<file path="src/rtl/ntt_modred_pkg.sv">
// ntt_modred_pkg
//   Shared constants and helpers for the Barrett reduction stage (modred_barrett).
//   - barrett_mu(q, k)     : MU = floor(2^(2k) / q), evaluated at elaboration time.
//   - modred_lat(lat)      : end-to-end latency of modred_barrett for a given intmul latency,
//                            so upstream schedulers can align to it.
//   - MODRED_LAT_DEFAULT   : latency for the default intmul latency of 4.
//   - modred_tag_t         : default-width sideband tag type.
package ntt_modred_pkg;

   localparam int unsigned MODRED_TAG_W = 8;

   typedef logic [MODRED_TAG_W-1:0] modred_tag_t;

   function automatic int unsigned barrett_mu(input int unsigned q, input int unsigned k);
      longint unsigned num;
      num = 64'd1 << (2 * k);
      return 32'(num / 64'(q));
   endfunction

   function automatic int unsigned modred_lat(input int unsigned intmul_lat);
      return 2 * intmul_lat + 3;
   endfunction

   localparam int unsigned MODRED_LAT_DEFAULT = modred_lat(4);

endpackage

</file>
<file path="src/rtl/intmul.sv">
// intmul
//   Pipelined unsigned multiplier, p = a * b, LAT register stages, no reset.
//   Ports:
//     clk  in   clock
//     a_i  in   LOG_A-bit operand
//     b_i  in   LOG_B-bit operand
//     p_o  out  (LOG_A+LOG_B)-bit product, LAT cycles after a_i/b_i
//   TYPE selects an implementation flavour ("", "fpga_auto", "fpga_lut", "fpga_dsp");
//   all flavours are behaviourally identical here.
module intmul #(
   parameter int unsigned LOG_A = 8,
   parameter int unsigned LOG_B = 8,
   parameter int unsigned LAT   = 1,
   parameter string       TYPE  = ""
) (
   input  logic                   clk,
   input  logic [LOG_A-1:0]       a_i,
   input  logic [LOG_B-1:0]       b_i,
   output logic [LOG_A+LOG_B-1:0] p_o
);

   localparam int unsigned PW = LOG_A + LOG_B;
   localparam int unsigned D  = (LAT < 1) ? 1 : LAT;

   if (LAT < 1) begin : g_err_lat
      $error("intmul: LAT must be >= 1");
   end

   if (!(TYPE == "" || TYPE == "fpga_auto" || TYPE == "fpga_lut" || TYPE == "fpga_dsp"))
   begin : g_err_type
      $error("intmul: unknown TYPE");
   end

   logic [PW-1:0] pipe_q [D];

   always_ff @(posedge clk) begin
      pipe_q[0] <= PW'(a_i) * PW'(b_i);
      for (int unsigned i = 1; i < D; i++) begin
         pipe_q[i] <= pipe_q[i-1];
      end
   end

   assign p_o = pipe_q[D-1];

endmodule

</file>
<file path="src/rtl/modred_barrett.sv">
// modred_barrett
//   Fully pipelined Barrett reduction: out_r = in_x mod Q, one input per cycle, no
//   backpressure, latency L = 2*INTMUL_LAT + 3. Valid, tag and error flag travel with
//   each item at matched latency.
//   Ports:
//     clk        in   clock (rising edge)
//     rst_n      in   asynchronous active-low reset (valid/err pipe and outputs only)
//     in_valid   in   in_x/in_tag valid this cycle
//     in_x       in   2*LOG_Q-bit operand, in_x < Q*Q
//     in_tag     in   TAG_W-bit sideband
//     out_valid  out  out_r/out_tag/out_err valid
//     out_r      out  in_x mod Q
//     out_tag    out  in_tag of the same item
//     out_err    out  range violation flag
//   Optional feature macro MODRED_RANGE_CHECK_EN: when defined, out_err flags in_x >= Q*Q;
//   otherwise out_err is constant 0 and no comparator is built.
module modred_barrett
   import ntt_modred_pkg::*;
#(
   parameter int unsigned LOG_Q       = 14,
   parameter int unsigned Q           = 12289,
   parameter int unsigned INTMUL_LAT  = 4,
   parameter string       INTMUL_TYPE = "",
   parameter int unsigned TAG_W       = 8
) (
   input  logic               clk,
   input  logic               rst_n,
   input  logic               in_valid,
   input  logic [2*LOG_Q-1:0] in_x,
   input  logic [TAG_W-1:0]   in_tag,
   output logic               out_valid,
   output logic [LOG_Q-1:0]   out_r,
   output logic [TAG_W-1:0]   out_tag,
   output logic               out_err
);

   localparam int unsigned K   = LOG_Q;
   localparam int unsigned LAT = (INTMUL_LAT < 1) ? 1 : INTMUL_LAT;
   localparam int unsigned L   = modred_lat(LAT);
   localparam int unsigned XD  = 2 * LAT;
   localparam int unsigned MU  = barrett_mu(Q, K);

   localparam logic [K:0]   MU_C = (K+1)'(MU);
   localparam logic [K-1:0] Q_K  = K'(Q);
   localparam logic [K+1:0] Q_R  = (K+2)'(Q);

   if (INTMUL_LAT < 1) begin : g_err_lat
      $error("modred_barrett: INTMUL_LAT must be >= 1");
   end

   if (64'(Q) <= (64'd1 << (LOG_Q - 1)) || 64'(Q) >= (64'd1 << LOG_Q)) begin : g_err_q
      $error("modred_barrett: Q must satisfy 2^(LOG_Q-1) < Q < 2^LOG_Q");
   end

   // Datapath (no reset)
   logic [2*K-1:0]   x_q;
   logic [K+1:0]     xd_q [XD];
   logic [2*K+1:0]   t;
   logic [K:0]       qh;
   logic [2*K+1:0]   p;
   logic [K+1:0]     r_q;
   logic [K+1:0]     c1;
   logic [K+1:0]     c2;
   logic [K-1:0]     out_r_d;
   logic [TAG_W-1:0] tag_q [L-1];

   // Control / outputs (reset)
   logic [L-1:0]     vld_q;
   logic [K-1:0]     out_r_q;
   logic [TAG_W-1:0] out_tag_q;

   // M1: t = (x >> (k-1)) * MU
   intmul #(
      .LOG_A (K + 1),
      .LOG_B (K + 1),
      .LAT   (LAT),
      .TYPE  (INTMUL_TYPE)
   ) u_mul_mu (
      .clk (clk),
      .a_i (x_q[2*K-1:K-1]),
      .b_i (MU_C),
      .p_o (t)
   );

   assign qh = t[2*K+1:K+1];

   // M2: p = qh * Q
   intmul #(
      .LOG_A (K + 2),
      .LOG_B (K),
      .LAT   (LAT),
      .TYPE  (INTMUL_TYPE)
   ) u_mul_q (
      .clk (clk),
      .a_i ({1'b0, qh}),
      .b_i (Q_K),
      .p_o (p)
   );

   // r < 3Q fits in k+2 bits, so only the low k+2 bits of x and p are needed.
   always_ff @(posedge clk) begin
      x_q     <= in_x;
      xd_q[0] <= x_q[K+1:0];
      for (int unsigned i = 1; i < XD; i++) begin
         xd_q[i] <= xd_q[i-1];
      end
      r_q      <= xd_q[XD-1] - p[K+1:0];
      tag_q[0] <= in_tag;
      for (int unsigned i = 1; i < L - 1; i++) begin
         tag_q[i] <= tag_q[i-1];
      end
   end

   always_comb begin
      c1      = (r_q >= Q_R) ? (r_q - Q_R) : r_q;
      c2      = (c1 >= Q_R) ? (c1 - Q_R) : c1;
      out_r_d = c2[K-1:0];
   end

   // vld_q[L-2] marks the item sitting in r_q (COR stage input).
   always_ff @(posedge clk or negedge rst_n) begin
      if (!rst_n) begin
         vld_q     <= '0;
         out_r_q   <= '0;
         out_tag_q <= '0;
      end else begin
         vld_q <= {vld_q[L-2:0], in_valid};
         if (vld_q[L-2]) begin
            out_r_q   <= out_r_d;
            out_tag_q <= tag_q[L-2];
         end
      end
   end

   assign out_valid = vld_q[L-1];
   assign out_r     = out_r_q;
   assign out_tag   = out_tag_q;

`ifdef MODRED_RANGE_CHECK_EN
   localparam logic [2*K-1:0] QQ = (2*K)'(64'(Q) * 64'(Q));

   logic [L-1:0] err_q;

   always_ff @(posedge clk or negedge rst_n) begin
      if (!rst_n) begin
         err_q <= '0;
      end else begin
         err_q <= {err_q[L-2:0], in_valid && (in_x >= QQ)};
      end
   end

   assign out_err = err_q[L-1];
`else
   assign out_err = 1'b0;
`endif

   logic unused_bits;
   assign unused_bits = ^{t[K:0], p[2*K+1:K+2], c2[K+1:K]};

endmodule
</file>
<file path="config.mk">
export PLATFORM = sky130hd
export DESIGN_NAME = modred_barrett
export DESIGN_NICKNAME = d
export VERILOG_FILES = /design/src/rtl/ntt_modred_pkg.sv /design/src/rtl/intmul.sv /design/src/rtl/modred_barrett.sv
export SDC_FILE = /design/constraint.sdc
export NUM_CORES = 1
export LEC_CHECK = 0
export ABC_AREA = 1
export BUFFER_PORTS_ARGS = -buffer_cell sky130_fd_sc_hd__buf_2
export CORE_ASPECT_RATIO = 0.7
export CORE_UTILIZATION = 35
export CTS_CLUSTER_SIZE = 40
export DETAILED_ROUTE_END_ITERATION = 8
export GPL_TIMING_DRIVEN = 0
export MAX_ROUTING_LAYER = met4
export PLACE_DENSITY = 0.53
export SYNTH_ARGS = -nofsm -noshare
export SYNTH_HDL_FRONTEND = slang
export SYNTH_SLANG_ARGS = --single-unit
</file>
<file path="constraint.sdc">
create_clock -name clk -period 5.46 [get_ports clk]
set_input_delay 0.546 -clock clk [delete_from_list [all_inputs] [get_ports clk]]
set_output_delay 0.546 -clock clk [all_outputs]
set_load 0.02 [all_outputs]
</file>
==> Yosys cells after proc, flatten, opt, wreduce, memory -nomap -nowiden <==
Memories as Yosys holds them, arrays and structs flattened. A register that Yosys moved wholly into a read port is not among the register bits.
Index checks and enable logic that the tools add are counted.
Widths: inputs -> output; s select.
{ "totals": {"mem_bits_rw": 448, "in_bits": 39, "ff_bits": 69, "latch_bits": 0, "n_memories": 4, "elab_cells": 18, "rom_bits": 0} }
{ "op_classes": {"n_lt_le_gt_ge": 2, "n_reduce_logical": 1, "n_bitwise": 0, "mux": 2, "n_shift": 0, "add_sub_neg": 3, "n_div": 0, "eq_ne": 0, "mul": 2} }
{ "memory_table": {"columns": ["name", "words", "width", "rd", "rd_clocked_by_memory_dff", "write_ports", "line_no", "rtl"], "rows": [
  ["xd_q", 8, 16, 8, 0, 8, "modred_barrett.sv:57", "logic [K+1:0] xd_q [XD];"],
  ["u_mul_mu.pipe_q", 4, 30, 4, 0, 4, "intmul.sv:34", "logic [PW-1:0] pipe_q [D];"],
  ["u_mul_q.pipe_q", 4, 30, 4, 0, 4, "intmul.sv:34", null],
  ["tag_q", 10, 8, 10, 1, 10, "modred_barrett.sv:65", "logic [TAG_W-1:0] tag_q [L-1];"]
]} }
{ "ops": {"columns": ["op", "n"], "rows": [
  ["$ge 16x14->1 const B", 2],
  ["$mul 15x15->30 const B", 1],
  ["$mul 15x14->29 const B", 1],
  ["$mux 16", 1],
  ["$sub 16x14->16 const B", 1],
  ["$sub 16x16->16", 1],
  ["$mux 14", 1],
  ["$sub 14x14->14 const B", 1],
  ["$logic_not 1->1", 1]
]} }

==> Depth between registers and ports, before layout <==
{ "depth": {"depth_word": 4, "depth_mapped": 23, "ltp_nobuf": 23} }

==> By module <==
A second synthesis with hierarchy kept.
{ "unflattened": {"cells_unflattened": 3362, "hier_area_um2": 29709.7} }
{ "modules_own_cells": {"columns": ["module", "instances", "area_per_inst_um2", "cells_per_inst", "seq_area_each_um2"], "rows": [
  ["intmul at u_mul_mu", 1, 10770.3, 1329, 2402.3],
  ["intmul at u_mul_q", 1, 10701.5, 1308, 2402.3],
  ["modred_barrett", 1, 8237.9, 725, 5870.6]
]} }

==> Worst setup path before layout <==
No wires, ideal clock.
{ "synth_timing": {"path_kind": "register to register", "from": "reg x_q[14]", "to": "mem u_mul_mu.pipe_q[0][22] in the netlist's numbering", "arrival_time_ns": 4.678, "n_path_buf": 0, "path_stages_with_launch": 18, "period_less_slack_ns": 4.797, "path_slack_ns": 0.663, "required_time_ns": 5.341, "cell_sequence": "dfxtp_1 -> ha_1 -> fa_1 -> inv_1 -> fa_1 -> inv_1 -> fa_1 -> fa_1 -> fa_1 -> ha_1 -> nand3_1 -> inv_1 -> nand4_1 -> o21ai_0 -> inv_1 -> o21ai_0 -> a21oi_1 -> xnor2_1"} }
{ "synth_rtl": {"columns": ["element", "line_no", "rtl"], "rows": [
  ["from (decl)", "modred_barrett.sv:56", "logic [2*K-1:0] x_q;"],
  ["from (signal assigned)", "modred_barrett.sv:102", "x_q <= in_x;"],
  ["to (decl)", "intmul.sv:34", null]
]} }

==> metrics.md <==
| Metric | Value |
|---|---|
| Vias | `8189` |
| Startpoint types | `register` |
| Hold_buf cts | `0` |
| R2R Setup Slk | `310 ps` |
| Post-synthesis xor/xnor area fraction | `3.26%` |
| Fin. Hold Viols | `0` |
| Cell taking the most area after synthesis | `dfxtp_1` |
| Register area share after synthesis | `56.7%` |
| Crit path to | `u_mul_mu.pipe_q[0][22]` |
| Yosys reg bits | `409` |
| Initial antenna violation count | `0` |
| Max Freq | `194 MHz` |
| Compound-Gate Fraction of Synth Area | `3.81%` |
| Netlist cell types | `44` |
| DRT Pass-1 Iters | `4` |
| Final WL | `24100 µm` |
| Vias per cell | `4.21` |
| Initial drt markers | `328` |
| Num CTS Buffers | `38` |
| Max-Cap Viols | `0` |
| Avg WL per Cell | `12.4 µm` |
| Top-area cell type share of the netlist area | `51.1%` |
| Clk_lat worst skew | `530 ps` |
| Warnings from Yosys | `0` |
| Final #Nets | `1631` |
| Die area | `0.0429 mm²` |
| Asr flop ratio synth | `8.07%` |
| Mapped Area | `0.0147 mm²` |
| Worst slew margin | `52.8%` |
| EDFF count, synth | `0` |
| Global route overflow | `0` |
| Adder-Cell Fraction of Synth Area | `21.8%` |
| Minimum clock period | `5150 ps` |
| Status | `completed` |
| Worst EP required | `5890 ps` |
| First-pass GRT wire length | `41400 µm` |
| Overall Power | `11.0 mW` |
| Mux cell area share after synthesis | `0%` |
| CP Max Fanout | `6` |
| Worst Tran Pin Value | `708 ps` |
| Layout cells sized above 1 | `12.6%` |
| CTS root buffer | `clkbuf_16` |
| CP Launch Point | `x_q[20]` |
| Net Count, Synth | `1530` |
| Simple-Gate Fraction of Synth Area | `9.67%` |
| Worst-path clk slew | `60 ps` |
| Syn-to-layout area delta | `15.3%` |
| Most frequent cells in the layout | `dfxtp_1 (372), nand2_1 (189), ha_1 (157)` |
| Synth Instances | `1272` |
| Maximum clock path buffer count | `3` |
| Critical Setup Path Class | `register to register` |
| Largest net degree at the start of global routing | `34` |
| Largest family of logic cells by synthesized area | `adder cells` |
| Static leakage | `8.17 nW` |
| Antenna Diode Count | `0` |
| Post-synthesis average cell area | `11.6 µm²` |
| GPL Wtd Cong | `0.837` |
| TritonCTS clock tree | `done` |
| Final setup viols | `0` |
| Predominant post-synthesis flop cell | `dfxtp_1` |
| Worst r2r path cells | `21` |
| Setup bufs post-CTS | `0` |
| Hold WC Path Type | `input port to async pin` |
| Worst Path Arrival | `5580 ps` |
| Max-slew violation count | `0` |
| Clock skew | `14.8 ps` |
| Core Area | `0.0413 mm²` |
| RSZ-0062 raised after global routing | `false` |
| CP endpoint kind | `register` |
| Number of core rows | `62` |
| Top cells by area, synth | `dfxtp_1 (51%), ha_1 (13%), fa_1 (8.4%)` |
| Die Span Y | `174 µm` |
| Reg2Reg Launch Point | `x_q[20]` |
| Final ANT Viol Nets | `0` |
| Vias in the first global route | `8374` |
| Most common cell after layout, fill and taps aside | `dfxtp_1` |
| PortBufs | `61` |
| Filler cells | `3973` |
| Min Hold Slack | `74.0 ps` |
| DP HPWL | `18300 µm` |
| Num Clock Sinks | `409` |
| Maximum VDD drop | `0.291 mV` |
| Power per cell area | `650 mW/mm²` |
| Io pins | `63` |
| Gr usage total | `12.4%` |
| Reg2reg end | `u_mul_mu.pipe_q[0][22]` |
| Final period util | `94.3%` |
| Starting density of the core | `35.7%` |
| Die W | `247 µm` |
| Htree depth | `2` |
| Drt drc | `0` |
[worst max-delay path, cell delays in order, from the launching register on]
cell and delay, ps:
dfxtp_2 450, ha_1 300, ha_1 290, inv_1 60
fa_1 550, inv_1 60, fa_1 510, fa_1 550
inv_1 60, fa_1 530, inv_1 40, ha_1 260
nand2_1 150, inv_1 110, nand3_1 70, inv_1 80
nand4_1 90, o21ai_2 270, inv_1 70, o21ai_1 200
a21oi_1 140, xnor2_2 220
[worst min-delay path by stage]
stage	endpoint	start
after detailed placement	xd_q[0][3]	x_q[3]
after floorplan	out_r[0]	rst_n
after CTS	vld_q[10]	rst_n
final	vld_q[10]	rst_n
after global routing	x_q[17]	in_x[17]
after global placement	tag_q[5][6]	tag_q[4][6]
[routing by layer]
layer | vias to the layer above | track usage, % | routed length [µm]
li1 | 4253 | - | -
met1 | 3781 | 18.1 | 13000
met2 | 118 | 17.0 | 9410
met3 | 37 | 2.85 | 1230
met4 | 0 | 3.47 | 458
met5 | - | - | 0
[power breakdown]
part           internal (mW)  total, mW  switching, mW  leakage, nW
logic                   1.71       4.46           2.75         3.99
registers               3.74       4.00          0.259         3.57
clock network           1.48       2.58           1.10        0.607
[sequential cells by signal, summed over array words and instances, names as in the netlist]
name,cells
out_tag,8
tag_q,80
u_mul_mu.pipe_q,60
u_mul_q.pipe_q,64
vld_q,11
x_q,28
out_r,14
r_q,16
xd_q,128
[synthesized netlist by cell type (20+ instances only)]
cell / count
nand2_1: 189
fa_1: 62
a21oi_1: 47
ha_1: 157
nand3_1: 36
o21ai_0: 20
nor2_1: 46
dfrtp_1: 33
dfxtp_1: 376
xor2_1: 41
inv_1: 155
[stage by stage]
stage | setup TNS (ps) | setup slack [ps] | utilization [%] | area (µm²) | std cells
final | 0 | 311 | 41.1 | 17000 | 1946
after global routing | 0 | 27.5 | 41.1 | 17000 | 1946
after floorplan | 0 | 663 | - | 14700 | 1272
after detailed placement | -319 | -225 | 38.1 | 15700 | 1877
after CTS | 0 | 18.6 | 41.1 | 17000 | 1946
after global placement | -282 | -251 | 38.1 | 15700 | 1877
[logic make-up (layout without fill, tap and decap cells)]
group / after synthesis / after routing
AOI/OAI and AO/OA: 96 / 96
DFF: 409 / 409
buffers and inverters: 171 / 301
adders and majority gates: 219 / 219
and+or+nand+nor: 322 / 322
xor gates and xnor gates: 54 / 54
other: 1 / 1
[layout make-up]
class / instances / area [µm²] / share of cell area [%]
sequential: 409 / 8360 / 49.2
multi-input combinational: 692 / 5690 / 33.5
clock buffer: 51 / 1050 / 6.19
tap: 544 / 681 / 4.01
inverter: 160 / 602 / 3.54
timing repair buffer: 61 / 305 / 1.80
clock inverter: 18 / 195 / 1.15
buffer: 11 / 95.1 / 0.560
[timing repair]
action | in CTS | in global routing
resized for setup | 3 | 7
endpoints found under the setup margin | 3 | 7
hold endpoints to repair | 0 | 0
No activity file was read; power rests on OpenSTA's default activity.
